<file path="src/rtl/alu_operand_stage_if.sv">
// Decode-side, forwarding-source and ALU-side signals of the ID/EX operand stage.
// The master drives the stage inputs and observes its outputs.
interface alu_operand_stage_if #(
    parameter int unsigned DATA_W = 64,
    parameter int unsigned REG_AW = 5
);
    logic              stall;
    logic              flush;
    logic              in_valid;
    logic [DATA_W-1:0] rd1_data;
    logic [DATA_W-1:0] rd2_data;
    logic [DATA_W-1:0] imm;
    logic              alu_src;
    logic [REG_AW-1:0] rn_addr;
    logic [REG_AW-1:0] rm_addr;
    logic [REG_AW-1:0] rd_addr;
    logic [2:0]        alu_op_in;
    logic              reg_write_in;
    logic              exmem_reg_write;
    logic [REG_AW-1:0] exmem_rd;
    logic [DATA_W-1:0] exmem_result;
    logic              memwb_reg_write;
    logic [REG_AW-1:0] memwb_rd;
    logic [DATA_W-1:0] memwb_result;
    logic [DATA_W-1:0] A;
    logic [DATA_W-1:0] B;
    logic [2:0]        ALUOp;
    logic [DATA_W-1:0] store_data;
    logic [REG_AW-1:0] rd_out;
    logic              reg_write_out;
    logic              valid_out;
    logic [1:0]        fwd_a;
    logic [1:0]        fwd_b;

    modport master (
        output stall, flush, in_valid, rd1_data, rd2_data, imm, alu_src,
               rn_addr, rm_addr, rd_addr, alu_op_in, reg_write_in,
               exmem_reg_write, exmem_rd, exmem_result,
               memwb_reg_write, memwb_rd, memwb_result,
        input  A, B, ALUOp, store_data, rd_out, reg_write_out, valid_out,
               fwd_a, fwd_b
    );

    modport slave (
        input  stall, flush, in_valid, rd1_data, rd2_data, imm, alu_src,
               rn_addr, rm_addr, rd_addr, alu_op_in, reg_write_in,
               exmem_reg_write, exmem_rd, exmem_result,
               memwb_reg_write, memwb_rd, memwb_result,
        output A, B, ALUOp, store_data, rd_out, reg_write_out, valid_out,
               fwd_a, fwd_b
    );
endinterface

</file>
<file path="src/rtl/alu_operand_stage.sv">
// ID/EX pipeline register with EX-stage operand forwarding from EX/MEM and MEM/WB.
// Operand outputs are combinational from the register bank plus live forwarding sources.
module alu_operand_stage #(
    parameter int unsigned DATA_W = 64,
    parameter int unsigned REG_AW = 5,
    parameter int unsigned ZR_IDX = 31
) (
    input  logic                 clk,
    input  logic                 reset,
    alu_operand_stage_if.slave   bus
);
    localparam logic [REG_AW-1:0] ZR = REG_AW'(ZR_IDX);

    logic [DATA_W-1:0] rd1_q;
    logic [DATA_W-1:0] rd2_q;
    logic [DATA_W-1:0] imm_q;
    logic              alu_src_q;
    logic [REG_AW-1:0] rn_q;
    logic [REG_AW-1:0] rm_q;
    logic [REG_AW-1:0] rd_q;
    logic [2:0]        alu_op_q;
    logic              reg_write_q;
    logic              valid_q;

    logic [1:0]        sel_a;
    logic [1:0]        sel_b;
    logic [DATA_W-1:0] a_val;
    logic [DATA_W-1:0] fwd_rm;

    // Reset and flush both empty the slot; flush takes precedence over stall.
    always_ff @(posedge clk) begin
        if (reset || bus.flush) begin
            rd1_q       <= '0;
            rd2_q       <= '0;
            imm_q       <= '0;
            alu_src_q   <= 1'b0;
            rn_q        <= '0;
            rm_q        <= '0;
            rd_q        <= '0;
            alu_op_q    <= 3'b000;
            reg_write_q <= 1'b0;
            valid_q     <= 1'b0;
        end else if (!bus.stall) begin
            rd1_q       <= bus.rd1_data;
            rd2_q       <= bus.rd2_data;
            imm_q       <= bus.imm;
            alu_src_q   <= bus.alu_src;
            rn_q        <= bus.rn_addr;
            rm_q        <= bus.rm_addr;
            rd_q        <= bus.rd_addr;
            alu_op_q    <= bus.alu_op_in;
            reg_write_q <= bus.reg_write_in & bus.in_valid;
            valid_q     <= bus.in_valid;
        end
    end

    // EX/MEM is the younger result, so it wins over MEM/WB; XZR is never a forwarding target.
    always_comb begin
        sel_a = 2'b00;
        sel_b = 2'b00;
        if (bus.exmem_reg_write && (bus.exmem_rd != ZR) && (bus.exmem_rd == rn_q))
            sel_a = 2'b10;
        else if (bus.memwb_reg_write && (bus.memwb_rd != ZR) && (bus.memwb_rd == rn_q))
            sel_a = 2'b01;
        if (bus.exmem_reg_write && (bus.exmem_rd != ZR) && (bus.exmem_rd == rm_q))
            sel_b = 2'b10;
        else if (bus.memwb_reg_write && (bus.memwb_rd != ZR) && (bus.memwb_rd == rm_q))
            sel_b = 2'b01;

        a_val  = rd1_q;
        fwd_rm = rd2_q;
        case (sel_a)
            2'b10:   a_val = bus.exmem_result;
            2'b01:   a_val = bus.memwb_result;
            default: a_val = rd1_q;
        endcase
        case (sel_b)
            2'b10:   fwd_rm = bus.exmem_result;
            2'b01:   fwd_rm = bus.memwb_result;
            default: fwd_rm = rd2_q;
        endcase
        if (rn_q == ZR) a_val  = '0;
        if (rm_q == ZR) fwd_rm = '0;
    end

    assign bus.A             = a_val;
    assign bus.B             = alu_src_q ? imm_q : fwd_rm;
    assign bus.store_data    = fwd_rm;
    assign bus.ALUOp         = alu_op_q;
    assign bus.rd_out        = rd_q;
    assign bus.reg_write_out = reg_write_q;
    assign bus.valid_out     = valid_q;
    assign bus.fwd_a         = sel_a;
    assign bus.fwd_b         = sel_b;
endmodule

</file>
<file path="src/flat_wrapper.sv">
// flat-port wrapper written by rule: the top's interface ports become plain ports
module alu_operand_stage_flat 
#(
    parameter int unsigned DATA_W = 64,
    parameter int unsigned REG_AW = 5,
    parameter int unsigned ZR_IDX = 31
)
  (clk, reset, bus_stall, bus_flush, bus_in_valid, bus_rd1_data, bus_rd2_data, bus_imm, bus_alu_src, bus_rn_addr, bus_rm_addr, bus_rd_addr, bus_alu_op_in, bus_reg_write_in, bus_exmem_reg_write, bus_exmem_rd, bus_exmem_result, bus_memwb_reg_write, bus_memwb_rd, bus_memwb_result, bus_A, bus_B, bus_ALUOp, bus_store_data, bus_rd_out, bus_reg_write_out, bus_valid_out, bus_fwd_a, bus_fwd_b);
  alu_operand_stage_if #(.DATA_W(DATA_W), .REG_AW(REG_AW)) bus_i ();
  input  logic clk;
  input  logic reset;
  input wire logic [$bits(bus_i.stall)-1:0] bus_stall;
  input wire logic [$bits(bus_i.flush)-1:0] bus_flush;
  input wire logic [$bits(bus_i.in_valid)-1:0] bus_in_valid;
  input wire logic [$bits(bus_i.rd1_data)-1:0] bus_rd1_data;
  input wire logic [$bits(bus_i.rd2_data)-1:0] bus_rd2_data;
  input wire logic [$bits(bus_i.imm)-1:0] bus_imm;
  input wire logic [$bits(bus_i.alu_src)-1:0] bus_alu_src;
  input wire logic [$bits(bus_i.rn_addr)-1:0] bus_rn_addr;
  input wire logic [$bits(bus_i.rm_addr)-1:0] bus_rm_addr;
  input wire logic [$bits(bus_i.rd_addr)-1:0] bus_rd_addr;
  input wire logic [$bits(bus_i.alu_op_in)-1:0] bus_alu_op_in;
  input wire logic [$bits(bus_i.reg_write_in)-1:0] bus_reg_write_in;
  input wire logic [$bits(bus_i.exmem_reg_write)-1:0] bus_exmem_reg_write;
  input wire logic [$bits(bus_i.exmem_rd)-1:0] bus_exmem_rd;
  input wire logic [$bits(bus_i.exmem_result)-1:0] bus_exmem_result;
  input wire logic [$bits(bus_i.memwb_reg_write)-1:0] bus_memwb_reg_write;
  input wire logic [$bits(bus_i.memwb_rd)-1:0] bus_memwb_rd;
  input wire logic [$bits(bus_i.memwb_result)-1:0] bus_memwb_result;
  output wire logic [$bits(bus_i.A)-1:0] bus_A;
  output wire logic [$bits(bus_i.B)-1:0] bus_B;
  output wire logic [$bits(bus_i.ALUOp)-1:0] bus_ALUOp;
  output wire logic [$bits(bus_i.store_data)-1:0] bus_store_data;
  output wire logic [$bits(bus_i.rd_out)-1:0] bus_rd_out;
  output wire logic [$bits(bus_i.reg_write_out)-1:0] bus_reg_write_out;
  output wire logic [$bits(bus_i.valid_out)-1:0] bus_valid_out;
  output wire logic [$bits(bus_i.fwd_a)-1:0] bus_fwd_a;
  output wire logic [$bits(bus_i.fwd_b)-1:0] bus_fwd_b;
  assign bus_i.stall = bus_stall;
  assign bus_i.flush = bus_flush;
  assign bus_i.in_valid = bus_in_valid;
  assign bus_i.rd1_data = bus_rd1_data;
  assign bus_i.rd2_data = bus_rd2_data;
  assign bus_i.imm = bus_imm;
  assign bus_i.alu_src = bus_alu_src;
  assign bus_i.rn_addr = bus_rn_addr;
  assign bus_i.rm_addr = bus_rm_addr;
  assign bus_i.rd_addr = bus_rd_addr;
  assign bus_i.alu_op_in = bus_alu_op_in;
  assign bus_i.reg_write_in = bus_reg_write_in;
  assign bus_i.exmem_reg_write = bus_exmem_reg_write;
  assign bus_i.exmem_rd = bus_exmem_rd;
  assign bus_i.exmem_result = bus_exmem_result;
  assign bus_i.memwb_reg_write = bus_memwb_reg_write;
  assign bus_i.memwb_rd = bus_memwb_rd;
  assign bus_i.memwb_result = bus_memwb_result;
  assign bus_A = bus_i.A;
  assign bus_B = bus_i.B;
  assign bus_ALUOp = bus_i.ALUOp;
  assign bus_store_data = bus_i.store_data;
  assign bus_rd_out = bus_i.rd_out;
  assign bus_reg_write_out = bus_i.reg_write_out;
  assign bus_valid_out = bus_i.valid_out;
  assign bus_fwd_a = bus_i.fwd_a;
  assign bus_fwd_b = bus_i.fwd_b;
  alu_operand_stage #(.DATA_W(DATA_W), .REG_AW(REG_AW), .ZR_IDX(ZR_IDX)) u_core (.clk(clk), .reset(reset), .bus(bus_i));
endmodule
</file>
<file path="config.mk">
export PLATFORM = sky130hd
export DESIGN_NAME = alu_operand_stage_flat
export DESIGN_NICKNAME = d
export VERILOG_FILES = /design/src/rtl/alu_operand_stage_if.sv /design/src/rtl/alu_operand_stage.sv /design/src/flat_wrapper.sv
export SDC_FILE = /design/constraint.sdc
export NUM_CORES = 1
export LEC_CHECK = 0
export CAP_MARGIN = 20
export CORE_AREA = 2 2 218 220
export CTS_BUF_LIST = sky130_fd_sc_hd__clkbuf_4 sky130_fd_sc_hd__clkbuf_8 sky130_fd_sc_hd__clkbuf_16
export DETAILED_ROUTE_END_ITERATION = 10
export DIE_AREA = 0 0 220 222
export HOLD_SLACK_MARGIN = 0.03
export SLEW_MARGIN = 20
export SYNTH_ARGS = -nofsm -noshare
export SYNTH_HDL_FRONTEND = slang
export SYNTH_SLANG_ARGS = --single-unit
</file>
<file path="constraint.sdc">
create_clock -name clk -period 1.78 [get_ports clk]
set_input_delay 0.178 -clock clk [delete_from_list [all_inputs] [get_ports clk]]
set_output_delay 0.178 -clock clk [all_outputs]
set_load 0.02 [all_outputs]
</file>
==> results.cfg, run 1 <==
[final_layout]
synthToLayoutAreaGrowth_pct = 109
final_cell_area_sq_mm = 0.0251
drive_gt1_frac = 0.426
final_cell_mix = clkdlybuf4s50_1 (361), nor2_1 (262), buf_4 (215), mux2i_1 (211), dfxtp_1 (203)
register_area_sq_mm = 0.00429
multi_input_area_sq_mm = 0.0101
nets = 2544
n_fill_cell = 4057
mostFrequentLayoutCell = clkdlybuf4s50_1

[pwr]
leakagePower_nw = 10.6
p_per_area_mw_per_mm2 = 597
power.total_mw = 15.0
peakVddDrop_v = 0.000735

[floorplan]
die_w_um = 220
start_util = 0.260
die_h_um = 222
io_pins = 563
core_sq_mm = 0.0463
num_rows = 79
dieArea_sq_mm = 0.0488

[setup_path]
worstSetupStartpointType = flop
critPathArrivalTime_ps = 2670
cp_slowest_stage_delay_ps = 360
path_cells = buf_6 -> xor2_1 -> nor3_1 -> buf_4 -> nand3_4 -> inv_12 -> buf_16 -> a221oi_4 -> buf_4 -> o31ai_4 -> buf_6
crit_fanout = 7
path_class = reg2out
worst_ep_required_time_ps = 1600
cp-end-kind = output port
cpMaxStageDelayCell = dfxtp_4
crit_family = buffers and inverters
path_buf_inv = 6

[placement]
dpl_cell_area_sq_mm = 0.0205
io_buffers = 562
gp_congestion = 0.934
dp_hpwl_um = 44400

[clock_network]
clockBufferDepth = 3
cts_tree = built
clock_sink_count = 213
cts_root_buffer = clkbuf_16
numCtsBuffers = 29
clk-insertion-delay-late_ps = 570
path_clk_slew_ps = 60
cts_max_level = 1

[yosys]
synth_warnings = 0
synth.net_count = 1830
synth_cell_type_count = 30
ys_seq_area_frac = 0.355
yosys.area.top_type = dfxtp_1
synth_cells = 1473
synthArstFlopShare = 0
netlist_top_cells_area = dfxtp_1 (36%), mux2i_1 (18%), nor2_1 (8.8%), a221oi_2 (7.5%), nand2_1 (6.1%)
synth_edf_count = 0
synth.top_cell.area_share = 0.355
syn_area_sq_mm = 0.0120
synth_ff_type = dfxtp_1
syn_area_per_cell_sq_um = 8.15
ys_ff_latch = 213

[routing]
postRouteAntennaNets = 0
firstDrtPassIters = 7
dr_total_vias = 14500
drt_first_iter_violations = 967
postRouteWirelength_um = 70200
drc = 0
wire_per_inst_um = 24.9
vias_per_cell = 5.15

[sta]
fmax_ghz = 0.352
min_period_ps = 2840
worst_slack_ps = -1060
setup_viol = 196
finalHoldViolCount = 0
rsz0062_at_grt = yes
relSlewSlack = 0.686
clock_skew_ps = 0
fin_crit_sh = 1.60
drv_slew = 0
tightest_slew_ps = 470

[run_status]
violations = negative setup slack
run_status = finished with violations

[flow_run]
maxCapViolCount = 0

[grt]
grt_pass1_vias = 15100
grt-ovfl-total = 0
grt_pass1_wl_um = 99000
grt_usage = 0.270
grt_max_degree = 38
antenna_found_initial = 10

[worst_hold_path]
holdCritPathClass = in2reg
[final timing paths]
check                           slack, ps              endpoint                  from  depth (start not counted)
worst max-delay path                -1060             bus_B[18]        u_core.rm_q[2]                         11
worst min-delay path                  110      u_core.rd2_q[63]             bus_stall                          3
worst max register to register        780      u_core.alu_src_q      u_core.alu_src_q                          4
worst min register to register        490  u_core.bus.valid_out  u_core.bus.valid_out                          2
[per-stage QoR]
step	cells	hold slack [ps]	setup slack [ps]	utilization	TNS [ps]
final	2825	110	-1060	0.543	-176210
after global routing	2825	118	-1140	0.543	-195610
after CTS	2794	86.5	-1070	0.519	-178430
after detailed placement	2657	479	-1290	0.443	-225200
after global placement	2657	469	-1280	0.443	-225500
after floorplan	1473	322	-75.0	-	-4680
[kinds of logic (layout without fill, tap and decap cells)]
family,count (synthesis),count (layout),share of synthesized area
AND/OR/NAND/NOR,621,621,0.217
AO/OA/AOI/OAI,261,261,0.181
flip-flops,213,213,0.355
multiplexers,211,211,0.176
buffers and inverters,147,883,0.0564
XOR/XNOR,20,20,0.0146
other,0,9,0
[what timing repair did]
action / 4_1_cts / 5_1_grt
pin swaps: 142 / 92
buffers inserted: 59 / 33
gates cloned: 26 / 6
resized for setup: 1372 / 217
endpoints found under the setup margin: 196 / 196
hold buffers: 0 / 0
[sequential cells by signal, indices dropped and copies added, names as in the netlist]
signal                    cells
u_core.alu_src_q              1
u_core.bus.ALUOp              3
u_core.bus.rd_out             5
u_core.bus.reg_write_out      1
u_core.bus.valid_out          1
u_core.imm_q                 64
u_core.rd1_q                 64
u_core.rd2_q                 64
u_core.rm_q                   5
u_core.rn_q                   5
[worst min-delay path: cells and delay by family]
kind          cells  cell delay [ps]
buf+inv           1              220
mux               1              170
simple gates      1               70
[power breakdown]
| group | internal (mW) | total (mW) | switching, mW |
|---|---|---|---|
| Combinational | 2.00 | 3.75 | 1.75 |
| Clock | 3.80 | 6.22 | 2.42 |
| Sequential | 4.92 | 5.05 | 0.128 |
[synthesized netlist by cell type, drive strengths merged, types with 2 or more instances]
cell type,instances
clkbuf,79
buf,65
inv,3
a221oi,64
xor2,13
o21ai,64
nand3,5
nor2,283
dfxtp,213
o31ai,64
mux2i,211
nand4,3
nor3,67
and3,65
nand2,194
xnor2,7
o21a,2
a31oi,64
or2,3
[final cells by class]
class                   instances  share of cell area
multi-input cells            1113               0.401
repair buffers                827               0.356
flip-flops and latches        213               0.171
clock buffers                  37              0.0323
well taps                     607              0.0302
clock inverters                16             0.00796
inverters                       3             0.00114
diodes                          9            0.000896
[metal layers]
layer,routed length (um),part of all wire,GRT usage,up-vias
met1,27200,0.39,0.317,7120
met4,2640,0.038,0.110,2
met3,4500,0.064,0.0506,137
li1,-,-,-,6682
met2,35900,0.51,0.477,604
met5,13,0.00019,0,-
Power figures use the tool's default switching activity.
==> run 2: changes to the inputs <==
--- a/config.mk
+++ b/config.mk
@@ -6,11 +6,15 @@
 export NUM_CORES = 1
 export LEC_CHECK = 0
 export CAP_MARGIN = 20
-export CORE_AREA = 2 2 218 220
+export CELL_PAD_IN_SITES_DETAIL_PLACEMENT = 0
+export CELL_PAD_IN_SITES_GLOBAL_PLACEMENT = 2
+export CORE_ASPECT_RATIO = 1.25
+export CORE_MARGIN = 2
+export CORE_UTILIZATION = 23
 export CTS_BUF_LIST = sky130_fd_sc_hd__clkbuf_4 sky130_fd_sc_hd__clkbuf_8 sky130_fd_sc_hd__clkbuf_16
 export DETAILED_ROUTE_END_ITERATION = 10
-export DIE_AREA = 0 0 220 222
 export HOLD_SLACK_MARGIN = 0.03
+export PLACE_DENSITY_LB_ADDON = 0.1
 export SLEW_MARGIN = 20
 export SYNTH_ARGS = -nofsm -noshare
 export SYNTH_HDL_FRONTEND = slang
==> constraint.sdc (replaced) <==
create_clock -name clk -period 1.78 [get_ports clk]
set_input_delay 0.267 -clock clk [delete_from_list [all_inputs] [get_ports clk]]
set_output_delay 0.267 -clock clk [all_outputs]
set_load 0.02 [all_outputs]
==> results.cfg, run 2 (synthesis gave the netlist of run 1 again) <==
[setup_path]
cp_slowest_stage_delay_ps = 360
path_cells = xor2_2 -> nor3_4 -> nand3_4 -> buf_12 -> buf_16 -> buf_12 -> a221oi_4 -> buf_4 -> o31ai_4 -> buf_6
cpMaxStageDelayCell = dfxtp_4
crit_top_cell = buf_12
worst_ep_required_time_ps = 1510
path_class = reg2out
critPathArrivalTime_ps = 2680
worstSetupStartpointType = flop
cp-end-kind = output port
crit_fanout = 9

[sta]
tightest_slew_ps = 466
rsz0062_at_grt = yes
fin_crit_sh = 1.66
min_period_ps = 2950
finalHoldViolCount = 0
setup_viol = 196
fmax_ghz = 0.339
worst_slack_ps = -1170
fin_setup_tns_ps = -197730
relSlewSlack = 0.689
drv_slew = 0
clock_skew_ps = 0

[floorplan]
dieArea_sq_mm = 0.0541
start_util = 0.233
die_h_um = 259
num_rows = 93
die_w_um = 208
io_pins = 563
core_sq_mm = 0.0515

[clock_network]
path_clk_slew_ps = 60
clockBufferDepth = 3
cts_max_level = 1
ctsHoldBuffers = 0
clock_sink_count = 213
cts_tree = built
cts_root_buffer = clkbuf_16
clk-insertion-delay-late_ps = 570
numCtsBuffers = 30

[grt]
antenna_found_initial = 31
grt-ovfl-total = 0
grt_usage = 0.252
grt_pass1_vias = 15400
grt_pass1_wl_um = 102000
grt_max_degree = 69

[routing]
vias_per_cell = 4.89
firstDrtPassIters = 5
drc = 0
dr_total_vias = 14500
wire_per_inst_um = 24.4
postRouteAntennaNets = 0
postRouteWirelength_um = 72200
drt_first_iter_violations = 555

[pwr]
combPwrFrac = 0.261
swShare = 0.285
peakVddDrop_v = 0.000639
p_per_area_mw_per_mm2 = 577
p_switching_mw = 4.47
p_clk_frac = 0.418
leakagePower_nw = 11.2
p_int_mw = 11.2
power.total_mw = 15.7
p_seq_frac = 0.321

[final_layout]
synthToLayoutAreaGrowth_pct = 126
mostFrequentLayoutCell = clkdlybuf4s50_1
nets = 2612
final_cell_mix = clkdlybuf4s50_1 (354), nor2_1 (233), mux2i_1 (211), dfxtp_1 (204), buf_4 (203)
top_regs = u_core.imm_q (64), u_core.rd1_q (64), u_core.rd2_q (64)
fin_util = 0.528
drive_gt1_frac = 0.456

[run_status]
run_status = finished with violations
violations = negative setup slack

[flow_run]
maxCapViolCount = 0

[placement]
io_buffers = 562
gp_congestion = 0.834
dp_hpwl_um = 50200

[worst_hold_path]
holdCritPathClass = in2reg
==> run 2: changes by cell type in the layout (fill, tap and decap cells not counted), sizes merged, moves of 2 or more <==
cell           change
inv                -3
clkbuf            +15
dlygate4sd2        +7
clkinv             -2
diode             +13
buf               +59
clkdlybuf4s50      -7
==> run 2: worst paths after layout <==
kind,cells after the start,endpoint,slack (ps),from
hold / removal,3,u_core.imm_q[3],140,bus_stall
setup / recovery,10,bus_B[38],-1170,u_core.rm_q[2]
hold reg to reg,2,u_core.bus.ALUOp[0],490,u_core.bus.ALUOp[0]
setup reg to reg,4,u_core.alu_src_q,740,u_core.alu_src_q
==> run 2: metal layers <==
layer  wire (um)  global-route usage  vias up
met4        2980               0.110       16
met1       27100               0.273     7006
met3        4230              0.0596      151
li1            -                   -     6850
met2       37800               0.466      473
met5          98                   0        -
==> run 2: worst max-delay path: cells and delay by family (launching register included) <==
family | cells | cell delay (ps)
xor+xnor | 1 | 180
buf+inv | 5 | 780
flops | 1 | 360
simple gates | 2 | 410
compound gates | 2 | 360
==> run 2: final cells by class <==
| class | count | area [sq um] |
|---|---|---|
| repair buffers | 894 | 9960 |
| fillers | 4734 | 24400 |
| multi-input cells | 1113 | 10900 |
| clock buffers | 44 | 942 |
| inverters | 3 | 26.3 |
| diodes | 22 | 55.1 |
| well taps | 665 | 832 |
| flip-flops and latches | 213 | 4290 |
| clock inverters | 10 | 140 |
==> run 2: metrics by stage <==
stage | std cells | setup slack (ps) | hold WS, ps | instance area (sq um)
2_1_floorplan | 1473 | -140 | 411 | 14400
6_report | 2964 | -1170 | 135 | 27200
3_3_place_gp | 2755 | -1400 | 474 | 22400
5_1_grt | 2961 | -1250 | 138 | 27200
3_5_place_dp | 2755 | -1430 | 483 | 22400
4_1_cts | 2886 | -1230 | 115 | 25600
==> run 2: power by group through the flow <==
stage	Combinational, mW	Clock, mW	Sequential [mW]
after detailed placement	3.63	0	5.14
after global placement	3.62	0	5.14
after CTS	3.86	6.75	5.04
after floorplan	1.63	0	5.12
after global routing	4.30	6.90	5.06
final	4.09	6.56	5.04
==> run 2: what timing repair did <==
| item | in CTS | in global routing |
|---|---|---|
| resized for setup | 1288 | 256 |
| setup endpoints to repair | 206 | 196 |
| buffers inserted | 76 | 58 |
| gates cloned | 16 | 12 |
| pin swaps | 72 | 120 |
==> run 3: changes to the inputs <==
--- a/config.mk
+++ b/config.mk
@@ -11,7 +11,7 @@
 export CORE_ASPECT_RATIO = 1.25
 export CORE_MARGIN = 2
 export CORE_UTILIZATION = 23
-export CTS_BUF_LIST = sky130_fd_sc_hd__clkbuf_4 sky130_fd_sc_hd__clkbuf_8 sky130_fd_sc_hd__clkbuf_16
+export CTS_BUF_LIST = sky130_fd_sc_hd__clkbuf_4
 export DETAILED_ROUTE_END_ITERATION = 10
 export HOLD_SLACK_MARGIN = 0.03
 export PLACE_DENSITY_LB_ADDON = 0.1
==> results.cfg, run 3 (synthesis gave the netlist of run 1 again) <==
[sta]
fin_worst_hold_slack_ps = 114
rsz0062_at_grt = yes
setup_viol = 196
drv_slew = 0
fmax_ghz = 0.319
tightest_slew_ps = 460
fin_crit_sh = 1.76
finalHoldViolCount = 0
min_period_ps = 3130
clock_skew_ps = 0
relSlewSlack = 0.693
worst_slack_ps = -1350

[grt]
grtUsageMet1 = 0.268
antenna_found_initial = 28
met2_usage = 0.456
grt_max_degree = 69
busiest_layer = met2
grt-ovfl-total = 0
grt_pass1_wl_um = 101000
grt_usage = 0.251
grt_pass1_vias = 16100
met3_usage = 0.0650

[routing]
firstDrtPassIters = 4
wire_per_inst_um = 23.0
drc = 0
vias_per_cell = 4.83
dr_total_vias = 15100
postRouteAntennaNets = 0
drt_first_iter_violations = 519
postRouteWirelength_um = 71800

[pwr]
p_per_area_mw_per_mm2 = 514
leakagePower_nw = 11.6
peakVddDrop_v = 0.000324
p_seq_frac = 0.353
power.total_mw = 14.3
combPwrFrac = 0.297
p_clk_frac = 0.351
p_switching_mw = 4.52
p_int_mw = 9.78
swShare = 0.316

[final_layout]
final_cells = 3119
mostFrequentLayoutCell = clkdlybuf4s50_1
nets = 2743
drive_gt1_frac = 0.434
n_fill_cell = 4762
final_cell_area_sq_mm = 0.0278
final_cell_mix = clkdlybuf4s50_1 (355), nor2_1 (228), mux2i_1 (211), dfxtp_1 (204), buf_4 (198)
synthToLayoutAreaGrowth_pct = 132
top_regs = u_core.imm_q (64), u_core.rd1_q (64), u_core.rd2_q (64)

[floorplan]
die_h_um = 259
dieArea_sq_mm = 0.0541
start_util = 0.233
num_rows = 93
io_pins = 563
die_w_um = 208
core_sq_mm = 0.0515

[clock_network]
path_clk_slew_ps = 70
cts_root_buffer = clkbuf_4
cts_max_level = 3
numCtsBuffers = 71
clock_sink_count = 213
clockBufferDepth = 3
clk-insertion-delay-late_ps = 760
cts_tree = built

[setup_path]
reg2reg_depth = 3
cp-end-kind = output port
r2r-start = u_core.rd1_q[60]
critPathArrivalTime_ps = 2870
crit_fanout = 6
startpoint = u_core.rm_q[2]
worst_ep_required_time_ps = 1510
path_class = reg2out
worstSetupStartpointType = flop

[flow_run]
maxCapViolCount = 0

[run_status]
violations = negative setup slack
run_status = finished with violations

[placement]
dpl_cell_area_sq_mm = 0.0224
io_buffers = 562
dp_hpwl_um = 50200
gp_congestion = 0.834
place_inst = 2755
dpl_worst_slack_ps = -1430

[worst_hold_path]
min-delay-start = bus_imm[8]
holdCritPathClass = in2reg
holdPathStages = 3
## run 3: changes by cell type in the layout (fill, tap and decap cells not counted), moves of 8 or more
cell	previous run	this run
nor2_2	36	46
clkinv_1	0	21
clkbuf_8	11	0
dlymetal6s2s_1	0	10
dlygate4sd2_1	11	0
clkbuf_4	2	97
o21ai_2	31	19
clkbuf_16	42	11
dlygate4sd3_1	0	98
and3_1	31	39
and3_4	34	26
## run 3: power groups by stage
| stage | logic, mW | clock network, mW | registers [mW] |
|---|---|---|---|
| floorplan | 1.63 | 0 | 5.12 |
| global placement | 3.62 | 0 | 5.14 |
| detailed placement | 3.63 | 0 | 5.14 |
| CTS | 3.96 | 5.27 | 5.04 |
| global route | 4.47 | 5.49 | 5.06 |
| finish | 4.24 | 5.02 | 5.04 |
## run 3: final cells by class
| cell class | instances | area, sq um | share of cell area |
|---|---|---|---|
| antenna | 19 | 47.5 | 0.00171 |
| clock buffer | 97 | 728 | 0.0262 |
| clock inverter | 25 | 93.8 | 0.00337 |
| inverter | 3 | 28.8 | 0.00103 |
| multi-input combinational | 1113 | 10900 | 0.392 |
| sequential | 213 | 4290 | 0.154 |
| tap | 665 | 832 | 0.0299 |
| timing repair buffer | 984 | 10900 | 0.392 |
## run 3: critical path, cell delays in order (launching register included)
cell and delay (ps):
dfxtp_4 370, xor2_4 190, nor3_4 240, nand3_4 130, buf_12 160, buf_16 140, buf_12 150, buf_6 120
a221oi_4 360, o31ai_4 90, buf_6 130
## run 3: repair_timing
action / CTS / global route
setup buffers: 49 / 79
hold buffers: 98 / 0
hold endpoints to repair: 103 / 0
cloned: 11 / 12
endpoints found under the setup margin: 206 / 206
gates resized for setup: 1068 / 456
pin swaps: 54 / 128
## run 3: path summary, 6_finish.rpt
| path | slack (ps) | endpoint |
|---|---|---|
| min reg2reg | 490 | u_core.rd1_q[13] |
| max reg2reg | 600 | u_core.rd1_q[60] |
| max | -1350 | bus_B[17] |
| min | 110 | u_core.imm_q[8] |
## run 3: stage by stage
step / utilization / TNS [ps]
final: 0.540 / -234190
after global routing: 0.540 / -261980
after CTS: 0.495 / -259390
after detailed placement: 0.434 / -247440
after global placement: 0.434 / -246460
after floorplan: - / -12640
## run 3: per-layer routing
metal  up-vias  part of all wire
li1       7136                 -
met1      7212              0.37
met2       519              0.52
met3       170             0.058
met4        16             0.047
met5         -            0.0014
